`config.mk`:
```
export PLATFORM = sky130hd
export DESIGN_NAME = fifo_pack_reader
export DESIGN_NICKNAME = d
export VERILOG_FILES = /design/src/rtl/fifo_pack_reader.sv
export SDC_FILE = /design/constraint.sdc
export NUM_CORES = 1
export LEC_CHECK = 0
export BUFFER_PORTS_ARGS = -buffer_cell sky130_fd_sc_hd__buf_2
export CORE_UTILIZATION = 27
export CTS_CLUSTER_DIAMETER = 200
export CTS_CLUSTER_SIZE = 24
export DETAILED_ROUTE_END_ITERATION = 10
export GPL_ROUTABILITY_DRIVEN = 0
export PLACE_DENSITY_LB_ADDON = 0.3
export RECOVER_POWER = 50
export SYNTH_ARGS = -nofsm -noshare
export SYNTH_HDL_FRONTEND = slang
export SYNTH_SLANG_ARGS = --single-unit
```
`constraint.sdc`:
```
create_clock -name clock -period 3 [get_ports clock]
set_clock_uncertainty 0.05 [all_clocks]
set_input_delay 0.45 -clock clock [delete_from_list [all_inputs] [get_ports clock]]
set_output_delay 0.45 -clock clock [all_outputs]
set_load 0.02 [all_outputs]
```
`src/rtl/fifo_pack_reader.sv`:
```
// fifo_pack_reader: drains a one-cycle-latency byte FIFO and packs PACK_NUM entries,
// LSB lane first, into valid/ready words with a keep mask and a flush-driven last flag.
module fifo_pack_reader #(
    parameter int DATA_WIDTH = 8,
    parameter int ADDR_WIDTH = 9,
    parameter int PACK_NUM   = 4
) (
    input  logic                           clock,
    input  logic                           pack_rst_n,
    input  logic                           fifo_empty,
    input  logic [ADDR_WIDTH-1:0]          fifo_counter,
    input  logic [DATA_WIDTH-1:0]          fifo_read_data,
    output logic                           fifo_read_enable,
    input  logic                           flush,
    output logic [DATA_WIDTH*PACK_NUM-1:0] m_data,
    output logic [PACK_NUM-1:0]            m_keep,
    output logic                           m_last,
    output logic                           m_valid,
    input  logic                           m_ready
);
    localparam int CW = $clog2(PACK_NUM) + 1;
    localparam int WW = DATA_WIDTH * PACK_NUM;
    localparam logic [CW-1:0] FULL = CW'(PACK_NUM);

    logic [CW-1:0]       lane_cnt_q, lane_cnt_d, lane_nxt;
    logic                rd_pending_q, rd_pending_d;
    logic                flush_pend_q, flush_pend_d;
    logic [WW-1:0]       asm_q, asm_d, part_data;
    logic [WW-1:0]       m_data_q, m_data_d;
    logic [PACK_NUM-1:0] m_keep_q, m_keep_d, part_keep;
    logic                m_last_q, m_last_d;
    logic                m_valid_q, m_valid_d;
    logic                out_free, fl, emit_full, emit_part;

    assign fifo_read_enable = pack_rst_n && !fifo_empty && (fifo_counter != '0) && !flush_pend_q &&
                              ((lane_cnt_q + CW'(rd_pending_q)) < FULL);

    always_comb begin
        out_free = !m_valid_q || m_ready;
        // a flush pulse on the completing capture still marks that word as last
        fl = flush_pend_q || (flush && ((lane_cnt_q != '0) || rd_pending_q));
        asm_d = asm_q;
        lane_nxt = lane_cnt_q;
        if (rd_pending_q) begin
            for (int i = 0; i < PACK_NUM; i++)
                if (lane_cnt_q == CW'(i)) asm_d[i*DATA_WIDTH +: DATA_WIDTH] = fifo_read_data;
            lane_nxt = lane_cnt_q + CW'(1);
        end
        for (int i = 0; i < PACK_NUM; i++) begin
            part_keep[i] = CW'(i) < lane_cnt_q;
            part_data[i*DATA_WIDTH +: DATA_WIDTH] = part_keep[i] ? asm_q[i*DATA_WIDTH +: DATA_WIDTH] : '0;
        end
        emit_full = (lane_nxt == FULL) && out_free;
        emit_part = flush_pend_q && !rd_pending_q && out_free && (lane_cnt_q != '0);
        m_valid_d = m_valid_q && !m_ready;
        m_data_d = m_data_q;
        m_keep_d = m_keep_q;
        m_last_d = m_last_q;
        if (emit_full) begin
            m_valid_d = 1'b1;
            m_data_d = asm_d;
            m_keep_d = '1;
            m_last_d = fl;
        end else if (emit_part) begin
            m_valid_d = 1'b1;
            m_data_d = part_data;
            m_keep_d = part_keep;
            m_last_d = 1'b1;
        end
        lane_cnt_d = (emit_full || emit_part) ? '0 : lane_nxt;
        flush_pend_d = (emit_full || emit_part) ? 1'b0 : fl;
        rd_pending_d = fifo_read_enable;
    end

    always_ff @(posedge clock or negedge pack_rst_n) begin
        if (!pack_rst_n) begin
            lane_cnt_q   <= '0;
            rd_pending_q <= 1'b0;
            flush_pend_q <= 1'b0;
            asm_q        <= '0;
            m_data_q     <= '0;
            m_keep_q     <= '0;
            m_last_q     <= 1'b0;
            m_valid_q    <= 1'b0;
        end else begin
            lane_cnt_q   <= lane_cnt_d;
            rd_pending_q <= rd_pending_d;
            flush_pend_q <= flush_pend_d;
            asm_q        <= asm_d;
            m_data_q     <= m_data_d;
            m_keep_q     <= m_keep_d;
            m_last_q     <= m_last_d;
            m_valid_q    <= m_valid_d;
        end
    end

    assign m_data  = m_data_q;
    assign m_keep  = m_keep_q;
    assign m_last  = m_last_q;
    assign m_valid = m_valid_q;
endmodule

```
# Yosys cells after proc, flatten, opt, wreduce, memory -nomap -nowiden
# Cells that the tools add are included.
# classes
add_sub_neg	2
mul	0
div	0
order_cmp	5
eq_ne	4
shift	0
mux	20
bitwise	0
n_reduce_logical	23
# ops
cell	n
32-bit 2-to-1 mux	3
8-bit 2-to-1 mux	8
1-bit logical AND	10
9-bit nonzero test	1
4-bit 2-to-1 mux	2
3-bit by 2-bit equality test with 1-bit output (second input constant)	2
1-bit by 3-bit less-than comparator with 1-bit output (first input constant)	2
2-bit by 3-bit less-than comparator with 1-bit output (first input constant)	2
3-bit 2-to-1 mux	2
1-bit zero test	5
1-bit 2-to-1 mux	5
1-bit logical OR	4
3-bit by 1-bit adder with 3-bit output	1
3-bit by 1-bit adder with 3-bit output (second input constant)	1
3-bit by 1-bit equality test with 1-bit output (second input constant)	1
3-bit equality test (second input constant)	1
3-bit zero test	1
3-bit less-than comparator (second input constant)	1
3-bit nonzero test	1
2-bit nonzero test	1
# word_totals
ff_bits	75
latchBits	0
mem_bits_rw	0
mem_bits_ro	0
input_bits	22
output_inout_bits	39
elab_cells	62
memories	0

# Longest topological paths before layout
# depth
ltp_word	6
ltp_mapped	8
ltp_nobuf	6

# Worst setup path before layout
# No wires, ideal clock.
# synth_timing
path_kind	reg-to-reg
from	register lane_cnt_q[1]
to	register m_data_q[10], in the netlist m_data[10]
setup_ns	0.128
arrival_time_ns	2.212
t_required_ns	2.822
slack_ns	0.610
stages_incl_launch_ff	9
path_buffers	2
synth_period_minus_slack_ns	2.390
cell_sequence	dfrtp_1 > clkbuf_1 > inv_1 > ha_1 > nor2b_1 > nor4b_4 > buf_4 > mux2_2 > mux2_1
# synth_between
elab_chain_cells	5
word_cells_on_any_way	14
classes_between	add/sub (1); order compare (1); eq/ne (2); mux (6); reduce/logical (4)
# synth_lines
element	line_no	rtl
from (decl)	25	logic [CW-1:0] lane_cnt_q, lane_cnt_d, lane_nxt;
from (signal assigned)	86	lane_cnt_q <= lane_cnt_d;
3-bit by 1-bit adder with 3-bit output	47	lane_nxt = lane_cnt_q + CW'(1);
3-bit 2-to-1 mux	44	if (rd_pending_q) begin
3-bit equality test	53	emit_full = (lane_nxt == FULL) && out_free;
1-bit logical AND	53	
32-bit 2-to-1 mux or 2-bit nonzero test (tied branches)	--	
to (signal assigned)	90	m_data_q <= m_data_d;
to (decl)	29	logic [WW-1:0] m_data_q, m_data_d;
# Several ways; a longest one is shown, not always the timed one. The select of a mux whose other input is x is not followed.
# A chain may end at the register's enable or synchronous reset.

# Final worst setup path
# layout_timing
from	register lane_cnt_q[0]
to	register m_data_q[10], in the netlist m_data[10]
# The elaborated chain is that of the path after synthesis.

==> report_table.html <==
<table>
<tr><th>Metric</th><th>Value</th></tr>
<tr><th colspan="2">Status</th></tr>
<tr><td>Result of the run</td><td>finished, violations left</td></tr>
<tr><td>Violated checks</td><td>max-capacitance violations, max-slew violations</td></tr>
<tr><th colspan="2">Worst setup path</th></tr>
<tr><td>Count of buffer and inverter cells on the critical path</td><td>2</td></tr>
<tr><td>Worst-path cell chain</td><td>inv_1 -&gt; ha_1 -&gt; mux2_2 -&gt; a2111o_1 -&gt; buf_12 -&gt; mux2_1</td></tr>
<tr><td>R2r startpoint</td><td>lane_cnt_q[0]</td></tr>
<tr><td>Required time worst endpoint</td><td>3.16 ns</td></tr>
<tr><td>Worst reg2reg endpoint</td><td>m_data[10]</td></tr>
<tr><td>Worst R2R Setup Slack</td><td>0.60 ns</td></tr>
<tr><td>Startpoint of the worst setup timing path</td><td>lane_cnt_q[0]</td></tr>
<tr><td>Maximum net fanout on the critical path</td><td>28</td></tr>
<tr><td>Type of destination of the critical path</td><td>register</td></tr>
<tr><td>Signal arrival time at the worst endpoint</td><td>2.57 ns</td></tr>
<tr><td>Crit-path leading delay family</td><td>multiplexers</td></tr>
<tr><td>CP max stage delay</td><td>0.52 ns</td></tr>
<tr><td>Critical Path Source Type</td><td>register</td></tr>
<tr><td>Worst reg2reg path depth</td><td>6</td></tr>
<tr><td>Library cell contributing the largest single delay on the critical path</td><td>a2111o_1</td></tr>
<tr><td>Setup CP Type</td><td>reg2reg</td></tr>
<tr><th colspan="2">Global route</th></tr>
<tr><td>Global-route total usage across every layer</td><td>0.128</td></tr>
<tr><td>Met2 Usage GRT</td><td>0.220</td></tr>
<tr><td>Met1 usage</td><td>0.153</td></tr>
<tr><td>GR Util met3</td><td>0.0386</td></tr>
<tr><td>Pin count of the biggest net entering global routing</td><td>76</td></tr>
<tr><td>Aggregate global routing overflow</td><td>0</td></tr>
<tr><td>Layer carrying the most global-route usage</td><td>met2</td></tr>
<tr><td>Global-route wire length before repair</td><td>12.6 mm</td></tr>
<tr><td>Antenna violations before repair</td><td>0</td></tr>
<tr><td>Number of global-route vias before repair</td><td>2396</td></tr>
<tr><th colspan="2">Clock tree</th></tr>
<tr><td>Clock slew at the register clock pins of the worst setup and hold paths</td><td>0.06 ns</td></tr>
<tr><td>CTS Sinks</td><td>75</td></tr>
<tr><td>Number of buffers added to fix hold violations after cts</td><td>0</td></tr>
<tr><td>Post-CTS setup buffer count</td><td>0</td></tr>
<tr><td>Clock buffers created by TritonCTS</td><td>9</td></tr>
<tr><td>Root buffer selected by CTS</td><td>clkbuf_16</td></tr>
<tr><td>Buffer levels on the longest clock path</td><td>2</td></tr>
<tr><td>CTS tree</td><td>yes</td></tr>
<tr><td>Count of H-tree levels built during CTS</td><td>3</td></tr>
<tr><td>Post_cts resized</td><td>0</td></tr>
<tr><td>Clock network latency to the later pin of the worst-skew pair</td><td>0.33 ns</td></tr>
<tr><th colspan="2">STA</th></tr>
<tr><td>Number of hold-slack violations in the final timing report</td><td>0</td></tr>
<tr><td>Max Freq</td><td>416 MHz</td></tr>
<tr><td>Final cycle utilization of the critical path</td><td>0.801</td></tr>
<tr><td>Crit path time final</td><td>2.40 ns</td></tr>
<tr><td>RSZ-0062 raised after global routing</td><td>false</td></tr>
<tr><td>Worst Max-Slew Pin Slew</td><td>1.87 ns</td></tr>
<tr><td>Final total negative setup slack</td><td>0 ns</td></tr>
<tr><td>Final hold slack</td><td>0.324 ns</td></tr>
<tr><td>Slew headroom</td><td>-0.250</td></tr>
<tr><td>Final Worst Setup Slack</td><td>0.597 ns</td></tr>
<tr><td>Final Setup Violations</td><td>0</td></tr>
<tr><td>Total count of max-transition violations in the final report</td><td>76</td></tr>
<tr><th colspan="2">Place</th></tr>
<tr><td>Total cell area at the placement stage</td><td>4110 µm²</td></tr>
<tr><td>Placed Instances</td><td>501</td></tr>
<tr><td>Setup Slack @ Placement</td><td>0.593 ns</td></tr>
<tr><td>Dpl hpwl</td><td>5.32 mm</td></tr>
<tr><td>Number of input and output port buffers inserted</td><td>60</td></tr>
<tr><th colspan="2">Layout</th></tr>
<tr><td>Layout Cells excl Fill</td><td>517</td></tr>
<tr><td>Area added between synthesis and finish</td><td>22.7%</td></tr>
<tr><td>Ratio of cells with drive above 1 in the final layout</td><td>0.429</td></tr>
<tr><td>Area taken by flip-flops and latches</td><td>1880 µm²</td></tr>
<tr><td>Number of fillers in the final layout</td><td>1318</td></tr>
<tr><td>Area occupied by multi-input gates</td><td>1600 µm²</td></tr>
<tr><td>Post-layout net count</td><td>366</td></tr>
<tr><td>Final design instance area without fill</td><td>4400 µm²</td></tr>
<tr><td>Antenna diode instance count</td><td>0</td></tr>
<tr><th colspan="2">Pwr</th></tr>
<tr><td>P_leak</td><td>2.05 nW</td></tr>
<tr><td>Max rail drop VDD</td><td>0.459 mV</td></tr>
<tr><td>Power per Cell Area</td><td>1010 nW/µm²</td></tr>
<tr><th colspan="2">Floorplan</th></tr>
<tr><td>I/O pin count</td><td>61</td></tr>
<tr><td>Total die area</td><td>13700 µm²</td></tr>
<tr><td>Die boundary height</td><td>117 µm</td></tr>
<tr><td>Starting utilization of the core area</td><td>0.281</td></tr>
<tr><td>Std cell rows</td><td>41</td></tr>
<tr><td>DIE WIDTH</td><td>117 µm</td></tr>
<tr><td>Placeable Area</td><td>12800 µm²</td></tr>
<tr><th colspan="2">Detailed routing</th></tr>
<tr><td>First DRT Iteration DRCs</td><td>47</td></tr>
<tr><td>Average wire length per cell after detail routing</td><td>15.4 µm</td></tr>
<tr><td>DR pass1 iterations</td><td>4</td></tr>
<tr><td>Count of nets left with antenna violations after detail routing</td><td>0</td></tr>
<tr><td>Total number of vias</td><td>2332</td></tr>
<tr><td>Via density</td><td>4.51</td></tr>
<tr><td>DRC violation count after routing</td><td>0</td></tr>
<tr><td>Final routed wirelength across all metal layers</td><td>7.97 mm</td></tr>
<tr><th colspan="2">Flow run</th></tr>
<tr><td>Number of maximum-capacitance constraint violations</td><td>1</td></tr>
<tr><th colspan="2">Synth</th></tr>
<tr><td>Post-synthesis net count</td><td>301</td></tr>
<tr><td>Post-synthesis sequential element count</td><td>75</td></tr>
<tr><td>Mean instance size in the synthesized netlist</td><td>13.0 µm²</td></tr>
<tr><td>Post-Synthesis Cells</td><td>275</td></tr>
<tr><td>Number of different library cells in the post-synthesis netlist</td><td>30</td></tr>
<tr><td>Synth Cell Area</td><td>3580 µm²</td></tr>
<tr><td>Yosys warning count</td><td>0</td></tr>
<tr><td>Proportion of synthesized chip area in sequential cells</td><td>0.524</td></tr>
<tr><th colspan="2">Hold path</th></tr>
<tr><td>Worst hold path type</td><td>in2reg</td></tr>
<tr><td>Min-Delay Startpoint</td><td>pack_rst_n</td></tr>
<tr><td>Endpoint of the worst hold path</td><td>rd_pending_q</td></tr>
<tr><td>Cell depth of the worst min-delay path</td><td>3</td></tr>
</table>
metrics by stage:
step	power (mW)	utilization
after CTS	4.53	0.347
after global placement	3.32	0.321
after detailed placement	3.37	0.321
final	4.42	0.344
after global routing	4.73	0.344
after floorplan	2.85	-
where the power goes:
part	internal, mW	switching (mW)
clock network	0.751	0.386
logic	0.798	0.829
registers	1.44	0.222
cell usage after synthesis, drive strengths merged:
cell type / instances / area (µm²)
o21ai: 3 / 15.0
nor4b: 1 / 23.8
nor3: 3 / 15.0
clkbuf: 2 / 7.51
a2111o: 1 / 11.3
mux2: 89 / 1000
and3: 1 / 6.26
nand3: 3 / 15.0
a21bo: 1 / 10.0
nand2b: 2 / 12.5
nand3b: 2 / 15.0
inv: 11 / 41.3
xnor2: 1 / 8.76
and2: 2 / 12.5
nor2: 4 / 15.0
nor2b: 17 / 106
a31oi: 1 / 6.26
nand2: 15 / 56.3
buf: 10 / 57.6
dfrtp: 75 / 1880
a21oi: 2 / 10.0
a211oi: 1 / 7.51
and2b: 10 / 75.1
o211ai: 4 / 30.0
or4b: 1 / 10.0
nor4: 1 / 6.26
ha: 4 / 50.1
mux2i: 8 / 80.1
routing by layer:
metal  routed length [µm]  share of wire  vias to the layer above
met4                  102          0.013                        0
met5                    0              0                        -
met1                 3480           0.44                     1176
li1                     -              -                     1091
met2                 4010           0.50                       54
met3                  375          0.047                       11
cell type report:
type / count / area share
clock buffers: 12 / 0.0561
flip-flops and latches: 75 / 0.427
clock inverters: 4 / 0.0168
well taps: 172 / 0.0489
multi-input cells: 177 / 0.364
inverters: 11 / 0.00939
repair buffers: 66 / 0.0780
worst max-delay path by stage:
| stage | cells past startpoint | endpoint | slack, ns |
|---|---|---|---|
| detailed placement | 6 | m_data[10] | 0.59 |
| global placement | 6 | m_data[10] | 0.62 |
| CTS | 6 | m_data[23] | 0.58 |
| finish | 6 | m_data[10] | 0.60 |
| global route | 6 | m_data[10] | 0.46 |
| floorplan | 8 | m_data[10] | 0.61 |
cell families (layout without fill, tap and decap cells):
kind of cell | after synthesis | in the layout | synth area share
AND/OR/NAND/NOR | 62 | 62 | 0.103
multiplexers | 97 | 97 | 0.302
AO/OA/AOI/OAI | 13 | 13 | 0.0251
XOR/XNOR | 1 | 1 | 0.00244
buffers and inverters | 23 | 93 | 0.0297
adder cells (fa/ha/maj) | 4 | 4 | 0.0140
flip-flops | 75 | 75 | 0.524
worst register-to-register path, stage by stage, from the launching register on:
cell and delay, ns:
dfrtp_1 0.44, inv_1 0.10, ha_1 0.29, mux2_2 0.28, a2111o_1 0.52, buf_12 0.28
mux2_1 0.33
state kept, by name (all words and copies together), names as in the netlist:
name,flops
m_last,1
asm_q,32
lane_cnt_q,3
m_data,32
flush_pend_q,1
rd_pending_q,1
m_keep,4
m_valid,1
cell usage in the layout, fill, tap and decap left out, types with 3 or more instances in the layout:
master	instances
buf_4	3
nand3_1	3
mux2i_1	8
clkbuf_1	22
mux2_2	85
o211ai_1	4
nor3_1	3
inv_1	11
nor2b_1	17
nor2_1	4
nand2_1	15
mux2_1	4
o21ai_0	3
clkbuf_16	9
buf_2	40
ha_1	4
dfrtp_1	75
and2b_1	10
Note: power is estimated with default switching activity, not from simulation.
